$ cat config.mk
export PLATFORM = sky130hd
export DESIGN_NAME = xor_net_driver_flat
export DESIGN_NICKNAME = d
export VERILOG_FILES = /design/src/rtl/xor_net_driver_if.sv /design/src/rtl/xor_net_driver.sv /design/src/flat_wrapper.sv
export SDC_FILE = /design/constraint.sdc
export NUM_CORES = 1
export LEC_CHECK = 0
export CAP_MARGIN = 20
export CORE_MARGIN = 2
export CORE_UTILIZATION = 50
export DETAILED_ROUTE_END_ITERATION = 12
export PLACE_DENSITY = 0.76
export SKIP_CTS_REPAIR_TIMING = 1
export SYNTH_ARGS = -nofsm -noshare
export SYNTH_HDL_FRONTEND = slang
export SYNTH_SLANG_ARGS = --single-unit
$ cat constraint.sdc
create_clock -name clk -period 3.19 [get_ports clk]
set_clock_uncertainty 0.05 [all_clocks]
set_input_delay 0.638 -clock clk [delete_from_list [all_inputs] [get_ports clk]]
set_output_delay 0.638 -clock clk [all_outputs]
set_load 0.1 [all_outputs]
$ cat src/rtl/xor_net_driver_if.sv
// xor_net_driver_if: host stream, network and result signals of the XOR network driver
interface xor_net_driver_if #(parameter int DATA_WIDTH = 8);
  logic                  in_valid;
  logic                  in_ready;
  logic [DATA_WIDTH-1:0] in_x1;
  logic [DATA_WIDTH-1:0] in_x2;
  logic                  net_En;
  logic                  net_Run;
  logic [DATA_WIDTH-1:0] net_X1;
  logic [DATA_WIDTH-1:0] net_X2;
  logic [DATA_WIDTH-1:0] net_Y1;
  logic [1:0]            net_Ready_Bus;
  logic                  out_valid;
  logic                  out_ready;
  logic [DATA_WIDTH-1:0] out_y;
  logic                  out_err;
  logic                  busy;
  logic [15:0]           done_count;
  modport master (
    input  in_valid, in_x1, in_x2, net_Y1, net_Ready_Bus, out_ready,
    output in_ready, net_En, net_Run, net_X1, net_X2, out_valid, out_y, out_err, busy, done_count
  );
  modport slave (
    output in_valid, in_x1, in_x2, net_Y1, net_Ready_Bus, out_ready,
    input  in_ready, net_En, net_Run, net_X1, net_X2, out_valid, out_y, out_err, busy, done_count
  );
endinterface

$ cat src/rtl/xor_net_driver.sv
// xor_net_driver: queues operand pairs and runs them one at a time through the XOR network
module xor_net_driver #(
  parameter int DATA_WIDTH = 8,
  parameter int DEPTH      = 4,
  parameter int TIMEOUT    = 255
) (
  input logic clk,
  input logic rst,
  xor_net_driver_if.master bus
);
  localparam int AW = $clog2(DEPTH);
  localparam int TW = $clog2(TIMEOUT + 1);
  typedef enum logic [1:0] {IDLE, LAUNCH, WAIT, HOLD} state_t;
  state_t state, state_nx;
  logic [DATA_WIDTH-1:0] mem_x1 [DEPTH];
  logic [DATA_WIDTH-1:0] mem_x2 [DEPTH];
  logic [AW-1:0] wr_ptr, rd_ptr;
  logic [AW:0] cnt;
  logic [TW-1:0] timer;
  logic alive, full, push, pop, rdy, tmo, take;
  assign full          = cnt == (AW+1)'(DEPTH);
  assign bus.in_ready  = alive && !full;
  assign push          = bus.in_valid && bus.in_ready;
  assign pop           = state == IDLE && cnt != 0;
  assign rdy           = timer != 0 && bus.net_Ready_Bus[1];
  assign tmo           = timer == TW'(TIMEOUT);
  assign take          = bus.out_valid && bus.out_ready;
  assign bus.net_En    = state == LAUNCH || state == WAIT;
  assign bus.net_Run   = state == LAUNCH;
  assign bus.out_valid = state == HOLD;
  assign bus.busy      = state != IDLE || cnt != 0;
  // next-state sequencing of one network run
  always_comb begin
    state_nx = state;
    case (state)
      IDLE:    state_nx = pop ? LAUNCH : IDLE;
      LAUNCH:  state_nx = WAIT;
      WAIT:    state_nx = (rdy || tmo) ? HOLD : WAIT;
      default: state_nx = bus.out_ready ? IDLE : HOLD;
    endcase
  end
  // FIFO storage, written without reset since occupancy is tracked by cnt
  always_ff @(posedge clk) begin
    if (push) begin
      mem_x1[wr_ptr] <= bus.in_x1;
      mem_x2[wr_ptr] <= bus.in_x2;
    end
  end
  // state, FIFO pointers, operand/result registers and counters
  always_ff @(posedge clk) begin
    if (!rst) begin
      state          <= IDLE;
      alive          <= 1'b0;
      wr_ptr         <= '0;
      rd_ptr         <= '0;
      cnt            <= '0;
      timer          <= '0;
      bus.net_X1     <= '0;
      bus.net_X2     <= '0;
      bus.out_y      <= '0;
      bus.out_err    <= 1'b0;
      bus.done_count <= '0;
    end else begin
      state <= state_nx;
      alive <= 1'b1;
      cnt   <= cnt + (AW+1)'(push) - (AW+1)'(pop);
      timer <= state == WAIT ? timer + 1'b1 : '0;
      if (push) wr_ptr <= wr_ptr + 1'b1;
      if (pop) begin
        rd_ptr     <= rd_ptr + 1'b1;
        bus.net_X1 <= mem_x1[rd_ptr];
        bus.net_X2 <= mem_x2[rd_ptr];
      end
      if (state == WAIT && (rdy || tmo)) begin
        bus.out_y   <= rdy ? bus.net_Y1 : '0;
        bus.out_err <= !rdy;
      end
      if (take) bus.done_count <= bus.done_count + 16'd1;
    end
  end
endmodule

$ cat src/flat_wrapper.sv
// flat-port wrapper written by rule: the top's interface ports become plain ports
module xor_net_driver_flat 
#(
  parameter int DATA_WIDTH = 8,
  parameter int DEPTH      = 4,
  parameter int TIMEOUT    = 255
)
  (clk, rst, bus_in_valid, bus_in_x1, bus_in_x2, bus_net_Y1, bus_net_Ready_Bus, bus_out_ready, bus_in_ready, bus_net_En, bus_net_Run, bus_net_X1, bus_net_X2, bus_out_valid, bus_out_y, bus_out_err, bus_busy, bus_done_count);
  xor_net_driver_if #(.DATA_WIDTH(DATA_WIDTH)) bus_i ();
  input logic clk;
  input logic rst;
  input wire logic [$bits(bus_i.in_valid)-1:0] bus_in_valid;
  input wire logic [$bits(bus_i.in_x1)-1:0] bus_in_x1;
  input wire logic [$bits(bus_i.in_x2)-1:0] bus_in_x2;
  input wire logic [$bits(bus_i.net_Y1)-1:0] bus_net_Y1;
  input wire logic [$bits(bus_i.net_Ready_Bus)-1:0] bus_net_Ready_Bus;
  input wire logic [$bits(bus_i.out_ready)-1:0] bus_out_ready;
  output wire logic [$bits(bus_i.in_ready)-1:0] bus_in_ready;
  output wire logic [$bits(bus_i.net_En)-1:0] bus_net_En;
  output wire logic [$bits(bus_i.net_Run)-1:0] bus_net_Run;
  output wire logic [$bits(bus_i.net_X1)-1:0] bus_net_X1;
  output wire logic [$bits(bus_i.net_X2)-1:0] bus_net_X2;
  output wire logic [$bits(bus_i.out_valid)-1:0] bus_out_valid;
  output wire logic [$bits(bus_i.out_y)-1:0] bus_out_y;
  output wire logic [$bits(bus_i.out_err)-1:0] bus_out_err;
  output wire logic [$bits(bus_i.busy)-1:0] bus_busy;
  output wire logic [$bits(bus_i.done_count)-1:0] bus_done_count;
  assign bus_i.in_valid = bus_in_valid;
  assign bus_i.in_x1 = bus_in_x1;
  assign bus_i.in_x2 = bus_in_x2;
  assign bus_i.net_Y1 = bus_net_Y1;
  assign bus_i.net_Ready_Bus = bus_net_Ready_Bus;
  assign bus_i.out_ready = bus_out_ready;
  assign bus_in_ready = bus_i.in_ready;
  assign bus_net_En = bus_i.net_En;
  assign bus_net_Run = bus_i.net_Run;
  assign bus_net_X1 = bus_i.net_X1;
  assign bus_net_X2 = bus_i.net_X2;
  assign bus_out_valid = bus_i.out_valid;
  assign bus_out_y = bus_i.out_y;
  assign bus_out_err = bus_i.out_err;
  assign bus_busy = bus_i.busy;
  assign bus_done_count = bus_i.done_count;
  xor_net_driver #(.DATA_WIDTH(DATA_WIDTH), .DEPTH(DEPTH), .TIMEOUT(TIMEOUT)) u_core (.clk(clk), .rst(rst), .bus(bus_i));
endmodule
# Word-level counts from Yosys, hierarchy flattened
# Memory sizes are Yosys's and may differ from the RTL's. A register that Yosys moved wholly into a read port is not among the register bits.
# Index checks and enable logic that the tools add are counted.
# word_totals
register_bits	43
output_inout_bits	46
memories	2
wordCells	48
ram_bits	64
inputBits	30
# memory_table
name	words	word_bits	read_ports	rd_clocked_by_memory_dff	wr	line_no	source
u_core.mem_x1	4	8	1	1	1	xor_net_driver.sv:15	logic [DATA_WIDTH-1:0] mem_x1 [DEPTH];
u_core.mem_x2	4	8	1	1	1	xor_net_driver.sv:16	logic [DATA_WIDTH-1:0] mem_x2 [DEPTH];
# op_classes
n_reduce_logical	18
addsub	6
n_eq_ne	5
mux	8
# op_table
cell	count
adder 16 x 1 -> 16 bit (second input constant)	1
adder 8 x 1 -> 8 bit (second input constant)	1
== test 8 bit (second input constant)	1
2-to-1 mux 8 bit	1
nonzero test 8 bit	1
logical AND 1 bit	6
case mux 2 bit (3 select lines)	1
2-to-1 mux 1 bit	5
adder 2 x 1 -> 2 bit (second input constant)	2
== test 2 bit (second input constant)	2
zero test 1 bit	4
adder 3 x 1 -> 3 bit	1
== test 3 bit (second input constant)	1
logical OR 1 bit	3
nonzero test 3 bit	1
subtractor 3 x 1 -> 3 bit	1
== test 2 x 1 -> 1 bit (second input constant)	1
zero test 2 bit	1
2-to-1 mux 2 bit	1
AND reduction 2 bit	1
nonzero test 2 bit	1

# Depth between registers and ports, before layout
# Gate-level depths: netlist of the first run.
# logic_depth
ltp_word	6
ltp_mapped	13
depth_no_buf	12

# Least setup slack after synthesis of the first run
# OpenSTA, ideal clock, no wires.
# synth_timing
kind	register to output
from	reg u_core.cnt[1]
to	out bus_in_ready
arrival_time_ps	2734
setup_slack_ps	-232
required_time_ps	2502
path_buffers	0
stages_incl_launch_ff	3
cell_sequence	dfxtp_1 > nor2_1 > a21boi_0
# synth_between
elab_chain_cells	3
# synth_lines
item	line_no	source
from (decl)	xor_net_driver.sv:18	logic [AW:0] cnt;
from (signal assigned)	xor_net_driver.sv:66	cnt <= cnt + (AW+1)'(push) - (AW+1)'(pop);
== test 3 bit	xor_net_driver.sv:21	assign full = cnt == (AW+1)'(DEPTH);
zero test 1 bit	xor_net_driver.sv:22	assign bus.in_ready = alive && !full;
logical AND 1 bit	xor_net_driver.sv:22	
to (decl)	flat_wrapper.sv:18	output wire logic [$bits(bus_i.in_ready)-1:0] bus_in_ready;
# Every way passes these cells.

# Worst setup path in the final report of the first run
# layout_timing
from	reg u_core.cnt[1]
to	reg u_core.cnt[2]
# layout_between
elab_chain_cells	6
elab_cells_between_ends	8
cone_classes	add/sub (2); eq/ne (1); reduce/logical (5)
# layout_lines
item	line_no	source
== test 3 bit	xor_net_driver.sv:21	
zero test 1 bit	xor_net_driver.sv:22	
logical AND 1 bit	xor_net_driver.sv:22	
logical AND 1 bit	xor_net_driver.sv:23	assign push = bus.in_valid && bus.in_ready;
adder 3 x 1 -> 3 bit	xor_net_driver.sv:66	
subtractor 3 x 1 -> 3 bit *	xor_net_driver.sv:66	
# Every way passes the cells marked *; elsewhere a longest branch is shown, timed or not.
# A chain may end at the register's enable or synchronous reset.

==> summary.json, run 1 <==
{
  "floorplan_core_area_mm2": 0.009639,
  "worst_slew_margin_rel_pct": 38.41,
  "clock_tree.htree_level_count": 4,
  "drive_above_1_share_pct": 23.70,
  "power_leakage_nw": 2.330,
  "drtIter0Drc": 104,
  "multi_input_comb_area_mm2": 0.001687,
  "routabilityCongestion": 0.7932,
  "number_of_antenna_violations_at_the_first_check_in_global_routing": 0,
  "route.final.wire_length_um": 9305,
  "path_class": "reg -> reg",
  "switching_power_mw": 2.187,
  "initial_util_pct": 50.97,
  "cap_viol_max_count": 0,
  "place.port_buffers": 74,
  "clock.fmax_mhz": 354.1,
  "critical_path_arrival_ns": 3.18,
  "route.detailed.vias_per_inst": 5.175,
  "num_antenna_cells": 0,
  "postRouteAntennaNets": 0,
  "wl_per_cell_um": 15.69,
  "outcome": "complete, no violations",
  "post_synth_inst_count": 361,
  "power.share.clock_pct": 30.9,
  "pwr-share-seq_pct": 35.0,
  "pin_count_of_the_biggest_net_entering_global_routing": 40,
  "yosys_register_bits": 123,
  "grt_pass1_wl_um": 14800,
  "clkLatencyLatePin_ns": 0.51,
  "tns_ns": 0,
  "cts_tree": "yes",
  "critical_path_required_ns": 3.54,
  "globalRouteTotalUtil_pct": 18.71,
  "synth_nets": 405,
  "cts_root_buf": "sky130_fd_sc_hd__clkbuf_8",
  "n_fill_cell": 772,
  "finalMaxSlewViolations": 0,
  "max_slew.worst_pin.slew_ns": 0.9227,
  "min_path_cells": 2,
  "reg2reg_depth": 10,
  "area.sequential_mm2": 0.003103,
  "rsz_0062_raised_after_global_routing": "false",
  "cts.sink_count": 123,
  "vias": 3069,
  "tritoncts.num_buffers": 17,
  "synthesis.area_mm2": 0.004913,
  "final.period_utilization_pct": 88.53,
  "kind_of_launch_point_of_the_worst_setup_path": "flop",
  "number_of_global_route_vias_before_repair": 2950,
  "grt-ovfl-total": 0,
  "ios": 76,
  "p_int_mw": 3.443,
  "nNetsFinal": 491,
  "dieHeight_um": 103.1,
  "utilization_pct": 64.71,
  "dieWidth_um": 103.1,
  "power_per_cell_area_mw_per_mm2": 902.7,
  "hpwlAfterDp_um": 5891,
  "fp.dieArea_mm2": 0.01064,
  "end_kind": "flop",
  "avg_cell_area_syn_um2": 13.61,
  "drt_pre_antenna_iters": 4,
  "synth_cell_types": 39,
  "standard_cell_rows": 36,
  "hold_violations": 0,
  "power.ir.vdd_worst_mv": 0.8030,
  "setup_viol": 0,
  "seq_area_frac_synth_pct": 63.15,
  "min_period_ns": 2.824,
  "route.detailed.drc": 0,
  "area_growth_pct": 26.94,
  "switching_share_pct": 38.85,
  "ys_warn_count": 0,
  "proportion_of_power_drawn_by_combinational_gates_pct": 34.2,
  "hp-class": "reg -> reg",
  "path_clk_slew_ns": 0.05,
  "buffers_from_clock_root_to_sink_at_most": 2,
  "critical_path.max_fanout": 18
}
## cell usage after synthesis
master | number | area [um2]
sky130_fd_sc_hd__ha_1 | 13 | 162.7
sky130_fd_sc_hd__xnor2_1 | 12 | 105.1
sky130_fd_sc_hd__nand3_1 | 9 | 45.04
sky130_fd_sc_hd__and4_2 | 1 | 10.01
sky130_fd_sc_hd__nand2b_1 | 3 | 18.77
sky130_fd_sc_hd__nand4_4 | 1 | 21.27
sky130_fd_sc_hd__buf_2 | 6 | 30.03
sky130_fd_sc_hd__nor3b_2 | 2 | 25.02
sky130_fd_sc_hd__or3_1 | 3 | 18.77
sky130_fd_sc_hd__o311a_1 | 1 | 10.01
sky130_fd_sc_hd__nor4_1 | 3 | 18.77
sky130_fd_sc_hd__mux4_2 | 16 | 360.4
sky130_fd_sc_hd__nand3_2 | 1 | 10.01
sky130_fd_sc_hd__xor2_1 | 6 | 52.55
sky130_fd_sc_hd__or3_2 | 1 | 7.510
sky130_fd_sc_hd__a21boi_0 | 19 | 142.6
sky130_fd_sc_hd__fa_1 | 1 | 20.02
sky130_fd_sc_hd__nor3b_1 | 1 | 7.510
sky130_fd_sc_hd__nand2_1 | 50 | 187.7
sky130_fd_sc_hd__buf_4 | 2 | 15.01
sky130_fd_sc_hd__nor2_1 | 7 | 26.28
sky130_fd_sc_hd__inv_1 | 14 | 52.55
sky130_fd_sc_hd__nor4b_1 | 1 | 8.760
sky130_fd_sc_hd__and3_1 | 2 | 12.51
sky130_fd_sc_hd__nor4_4 | 1 | 21.27
sky130_fd_sc_hd__clkbuf_1 | 6 | 22.52
sky130_fd_sc_hd__edfxtp_1 | 64 | 1922
sky130_fd_sc_hd__dfxtp_1 | 59 | 1181
sky130_fd_sc_hd__a22o_1 | 8 | 70.07
sky130_fd_sc_hd__nor2b_1 | 2 | 12.51
sky130_fd_sc_hd__nor3_1 | 5 | 25.02
sky130_fd_sc_hd__nand4_1 | 3 | 18.77
sky130_fd_sc_hd__and2_1 | 21 | 131.4
sky130_fd_sc_hd__nor4b_2 | 1 | 15.01
sky130_fd_sc_hd__mux2i_1 | 6 | 60.06
sky130_fd_sc_hd__o31ai_4 | 1 | 21.27
sky130_fd_sc_hd__o21ai_0 | 4 | 20.02
sky130_fd_sc_hd__a21oi_1 | 4 | 20.02
sky130_fd_sc_hd__inv_2 | 1 | 3.750
## stage by stage
step | hold WS, ns | worst slack (ns) | power [mW] | instance area (um2) | cells
3_3_place_gp | 0.3914 | 0.4109 | 3.897 | 5690 | 561
5_1_grt | 0.4407 | 0.1645 | 5.876 | 6237 | 593
3_5_place_dp | 0.4044 | 0.3315 | 3.935 | 5690 | 561
2_1_floorplan | 0.3797 | 0.5060 | 3.500 | 4913 | 361
6_report | 0.4137 | 0.3658 | 5.630 | 6237 | 593
4_1_cts | 0.4157 | 0.2971 | 5.690 | 6237 | 593
## worst paths after layout
check	slack [ns]	endpoint	startpoint
hold reg to reg	0.41	u_core.bus.net_X2[0]	u_core.bus.net_X2[0]
setup reg to reg	0.37	u_core.cnt[2]	u_core.cnt[1]
hold / removal	0.41	u_core.bus.net_X2[0]	u_core.bus.net_X2[0]
setup / recovery	0.37	u_core.cnt[2]	u_core.cnt[1]
## layout make-up
type,instances,share of cell area (%)
Clock buffer,21,7.202
Sequential cell,123,49.75
Multi-Input combinational cell,209,27.04
Tap cell,133,2.668
Timing Repair Buffer,81,10.87
Inverter,15,0.9027
Clock inverter,11,1.565
## power by group through the flow
stage               sequential, mW  clock, mW  combinational, mW
floorplan                     2.62          0              0.880
global placement              1.99          0               1.91
detailed placement            2.00          0               1.93
CTS                           1.97       1.77               1.95
global route                  1.99       1.84               2.05
finish                        1.97       1.74               1.92
## worst max-delay path: stages, from the launching register on
cell                      delay [ns]
sky130_fd_sc_hd__dfxtp_1        0.39
sky130_fd_sc_hd__o31ai_4        0.83
sky130_fd_sc_hd__inv_2          0.08
sky130_fd_sc_hd__ha_1           0.32
sky130_fd_sc_hd__inv_1          0.06
sky130_fd_sc_hd__ha_1           0.13
sky130_fd_sc_hd__inv_1          0.05
sky130_fd_sc_hd__fa_1           0.38
sky130_fd_sc_hd__xnor2_1        0.15
sky130_fd_sc_hd__xnor2_1        0.13
sky130_fd_sc_hd__and2_1         0.16
## per-layer routing
layer / wire (um) / track usage (%) / share of wire, % / vias to the layer above
li1: - / - / - / 1472
met1: 4159 / 24.59 / 45 / 1497
met2: 4550 / 30.22 / 49 / 83
met3: 452 / 4.542 / 4.9 / 17
met4: 142 / 7.287 / 1.5 / 0
met5: 0 / 0 / 0 / -
## cells by family (layout without fill, tap and decap cells)
group,Yosys count,in the layout,share of synthesized area [%]
AOI/OAI and AO/OA,37,37,5.781
buffers and inverters,29,128,2.521
DFF,123,123,63.15
and+or+nand+nor,118,118,13.06
adders and majority gates,14,14,3.718
muxes,22,22,8.556
xor gates and xnor gates,18,18,3.209
## sequential cells by signal, summed over array words and instances (netlist names), 3 cells and up
register               count
u_core.bus.done_count     16
u_core.bus.net_X1          8
u_core.bus.net_X2          8
u_core.bus.out_y           8
u_core.cnt                 3
u_core.mem_x1             32
u_core.mem_x2             32
u_core.timer               8
## cells in the final DEF (no fill, tap or decap), drive strengths merged
cell / instances
and3: 2
clkinvlp: 4
clkbuf: 21
a21boi: 19
bufinv: 1
nor2b: 2
buf: 53
nor4b: 2
nor3: 5
xnor2: 12
and4: 1
inv: 15
and2: 21
clkdlybuf4s50: 28
or3: 4
nor4: 4
dfxtp: 59
nor3b: 3
a21oi: 4
mux4: 16
mux2i: 6
clkinv: 6
o311a: 1
a22o: 8
o21ai: 4
xor2: 6
o31ai: 1
fa: 1
nand2: 50
nand3: 10
nand4: 4
nor2: 7
nand2b: 3
ha: 13
edfxtp: 64
Power figures use the tool's default switching activity.
==> inputs of run 2 (changes only) <==
--- a/config.mk
+++ b/config.mk
@@ -6,8 +6,9 @@
 export NUM_CORES = 1
 export LEC_CHECK = 0
 export CAP_MARGIN = 20
+export CORE_ASPECT_RATIO = 0.75
 export CORE_MARGIN = 2
-export CORE_UTILIZATION = 50
+export CORE_UTILIZATION = 48
 export DETAILED_ROUTE_END_ITERATION = 12
 export PLACE_DENSITY = 0.76
 export SKIP_CTS_REPAIR_TIMING = 1
==> constraint.sdc (replaced) <==
create_clock -name clk -period 2.35 [get_ports clk]
set_clock_uncertainty 0.05 [all_clocks]
set_input_delay 0.47 -clock clk [delete_from_list [all_inputs] [get_ports clk]]
set_output_delay 0.47 -clock clk [all_outputs]
set_load 0.1 [all_outputs]
==> run 2 against run 1 <==
Net effect: cell count grew 1.0%; sequential cell count stayed put; maximum frequency up 32%; sequential share of layout area fell by 1.6 points; clock power up 43%; sequential power is 35% higher; hold slack worse by 0.0014 ns; non-clock buffer count is 7 higher; die area rose by 4.1%; register-to-register slack lost 0.16 ns; routed wire length up 4.3%; largest cell class unchanged; largest power group is now combinational logic; highest routed layer unchanged.
==> summary.json, run 2 (same netlist as run 1, synthesis figures left out) <==
{
  "place.detailed.instances": {"value": 567, "change": "+1.1%"},
  "most-common-layout-cells": "sky130_fd_sc_hd__edfxtp_1, sky130_fd_sc_hd__dfxtp_1, sky130_fd_sc_hd__buf_4",
  "globalRouteTotalUtil": {"value": 19.54, "unit": "%", "change": "+0.83 points"},
  "nNetsFinal": {"value": 498, "change": "+1.4%"},
  "leading_registers_by_flop_count": "u_core.mem_x1 x32, u_core.mem_x2 x32, u_core.bus.done_count x16",
  "buffers_from_clock_root_to_sink_at_most": {"value": 2, "change": "unchanged"},
  "clock_tree.htree_level_count": {"value": 4, "change": "unchanged"},
  "dieHeight": {"value": 91.62, "unit": "um", "change": "-11%"},
  "utilization": {"value": 65.70, "unit": "%", "change": "+1.0 points"},
  "worst_setup_path_startpoint": "u_core.state[0]",
  "cts_root_buf": "sky130_fd_sc_hd__clkbuf_16",
  "finalMaxSlewViolations": {"value": 0, "change": "unchanged"},
  "rsz_0062_raised_after_global_routing": "false",
  "power_leakage": {"value": 2.407, "unit": "nW", "change": "+3.3%"},
  "min_from": "u_core.bus.net_X2[0]",
  "max_slew.worst_pin.slew": {"value": 0.5147, "unit": "ns", "change": "-0.4080 ns"},
  "outcome": "complete, no violations",
  "worst_hold_end": "u_core.bus.net_X2[0]",
  "clkLatencyLatePin": {"value": 0.41, "unit": "ns", "change": "-0.10 ns"},
  "cap_viol_max_count": {"value": 0, "change": "unchanged"},
  "critical_path.max_fanout": {"value": 3, "change": "-15"},
  "drtIter0Drc": {"value": 154, "change": "+48%"},
  "area_growth_pct": 31.22,
  "critical_path_required": {"value": 2.60, "unit": "ns", "change": "-0.94 ns"},
  "min_period": {"value": 2.144, "unit": "ns", "change": "-0.6800 ns"},
  "path_class": "reg -> reg",
  "rrSetupSlack": {"value": 0.21, "unit": "ns", "change": "-0.16 ns"},
  "kind_of_launch_point_of_the_worst_setup_path": "flop",
  "hold_violations": {"value": 0, "change": "unchanged"},
  "report.power.total": {"value": 8.030, "unit": "mW", "change": "+43%"},
  "final_common_cell": "sky130_fd_sc_hd__edfxtp_1",
  "routabilityCongestion": {"value": 0.7824, "change": "-1.4%"},
  "vias": {"value": 3054, "change": "-0.49%"},
  "route.detailed.vias_per_inst": {"value": 5.098, "change": "-1.5%"},
  "min_path_cells": {"value": 2, "change": "unchanged"},
  "drive_above_1_share": {"value": 26.77, "unit": "%", "change": "+3.1 points"},
  "hp-class": "reg -> reg",
  "hpwlAfterDp": {"value": 6255, "unit": "um", "change": "+6.2%"},
  "finalNonFillerCells": {"value": 599, "change": "+1.0%"},
  "clock.fmax": {"value": 466.4, "unit": "MHz", "change": "+32%"},
  "route.final.wire_length": {"value": 9706, "unit": "um", "change": "+4.3%"},
  "initial_util": {"value": 50.07, "unit": "%", "change": "-0.90 points"},
  "cts.sink_count": {"value": 123, "change": "unchanged"},
  "number_of_antenna_violations_at_the_first_check_in_global_routing": {"value": 0, "change": "unchanged"},
  "ios": {"value": 76, "change": "unchanged"},
  "tritoncts.num_buffers": {"value": 17, "change": "unchanged"},
  "setup_viol": {"value": 0, "change": "unchanged"},
  "r2r-end": "u_core.cnt[2]",
  "grt_pass1_wl": {"value": 16190, "unit": "um", "change": "+9.4%"},
  "end_kind": "flop",
  "num_antenna_cells": {"value": 0, "change": "unchanged"},
  "crit-reg2reg-launch": "u_core.state[0]",
  "path_clk_slew": {"value": 0.05, "unit": "ns", "change": "about the same"},
  "critical_path_arrival": {"value": 2.39, "unit": "ns", "change": "-0.79 ns"},
  "worst_slew_margin_rel": {"value": 65.54, "unit": "%", "change": "+27 points"},
  "tns": {"value": 0, "unit": "ns", "change": "unchanged"},
  "drt_pre_antenna_iters": {"value": 4, "change": "unchanged"},
  "power_per_cell_area": {"value": 1246, "unit": "mW/mm2", "change": "+38%"},
  "setup_ws": {"value": 0.2058, "unit": "ns", "change": "-0.1600 ns"},
  "final.period_utilization": {"value": 91.24, "unit": "%", "change": "+2.7 points"},
  "number_of_global_route_vias_before_repair": {"value": 3184, "change": "+7.9%"},
  "fp.dieArea": {"value": 0.01107, "unit": "mm2", "change": "+4.1%"},
  "postRouteAntennaNets": {"value": 0, "change": "unchanged"},
  "route.detailed.drc": {"value": 0, "change": "unchanged"},
  "floorplan_core_area": {"value": 0.009813, "unit": "mm2", "change": "+1.8%"},
  "area.sequential": {"value": 0.003107, "unit": "mm2", "change": "+0.12%"},
  "cts_tree": "yes",
  "detailedPlace.worstSlack": {"value": 0.03699, "unit": "ns", "change": "-0.2945 ns"},
  "reg2reg_depth": {"value": 12, "change": "+2"},
  "place.port_buffers": {"value": 74, "change": "unchanged"},
  "multi_input_comb_area": {"value": 0.001730, "unit": "mm2", "change": "+2.6%"},
  "pin_count_of_the_biggest_net_entering_global_routing": {"value": 50, "change": "+25%"},
  "dieWidth": {"value": 120.8, "unit": "um", "change": "+17%"},
  "power.ir.vdd_worst": {"value": 0.9746, "unit": "mV", "change": "+21%"},
  "n_fill_cell": {"value": 710, "change": "-8.0%"},
  "grt-ovfl-total": {"value": 0, "change": "unchanged"},
  "wl_per_cell": {"value": 16.20, "unit": "um", "change": "+3.3%"},
  "standard_cell_rows": {"value": 31, "change": "-14%"}
}
==> run 2: cell count changes in the layout (fill, tap and decap cells not counted), moves of 2 or more <==
| cell | previous run | this run |
|---|---|---|
| sky130_fd_sc_hd__buf_12 | 0 | 7 |
| sky130_fd_sc_hd__ha_1 | 13 | 9 |
| sky130_fd_sc_hd__clkbuf_8 | 3 | 1 |
| sky130_fd_sc_hd__ha_2 | 0 | 2 |
| sky130_fd_sc_hd__ha_4 | 0 | 2 |
| sky130_fd_sc_hd__inv_1 | 14 | 12 |
| sky130_fd_sc_hd__inv_2 | 1 | 3 |
==> run 2: where the power goes <==
| part | switching [mW] | internal (mW) |
|---|---|---|
| Clock | 0.909 | 1.58 |
| Sequential | 0.155 | 2.50 |
| Combinational | 1.97 | 0.916 |
==> run 2: final cells by class <==
type | instances | area share, %
Clock inverter | 11 | 1.863
Timing Repair Buffer | 88 | 12.69
Sequential cell | 123 | 48.19
Clock buffer | 21 | 6.986
Inverter | 15 | 0.8733
Multi-Input combinational cell | 209 | 26.84
Tap cell | 132 | 2.562
==> run 2: worst max-delay path by stage <==
| stage | cells after the start | to |
|---|---|---|
| floorplan | 11 | u_core.cnt[2] |
| global placement | 8 | u_core.cnt[2] |
| detailed placement | 8 | u_core.cnt[2] |
| CTS | 12 | u_core.cnt[2] |
| global route | 12 | u_core.cnt[2] |
| finish | 12 | u_core.cnt[2] |
==> run 2: stage by stage <==
step	cell area, um2	hold WS, ns
2_1_floorplan	4967	0.3797
3_3_place_gp	5877	0.3938
3_5_place_dp	5877	0.4030
4_1_cts	6447	0.4156
5_1_grt	6447	0.4410
6_report	6447	0.4123
==> run 2: critical path, stage by stage, from the launching register on <==
cell and delay (ns):
sky130_fd_sc_hd__dfxtp_1 0.36, sky130_fd_sc_hd__inv_1 0.08, sky130_fd_sc_hd__ha_2 0.22, sky130_fd_sc_hd__o31ai_4 0.07
sky130_fd_sc_hd__inv_2 0.08, sky130_fd_sc_hd__ha_4 0.21, sky130_fd_sc_hd__inv_2 0.06, sky130_fd_sc_hd__ha_4 0.12
sky130_fd_sc_hd__inv_2 0.03, sky130_fd_sc_hd__fa_2 0.36, sky130_fd_sc_hd__xnor2_2 0.14, sky130_fd_sc_hd__xnor2_1 0.11
sky130_fd_sc_hd__and2_1 0.14
==> run 2: layer usage <==
layer  track usage (%)  vias to the layer above  share of wire, %
met4             8.721                        0               1.5
met2             31.98                       61                50
met1             24.06                     1498                44
met3             5.721                       11               4.0
met5                 0                        -                 0
li1                  -                     1484                 -
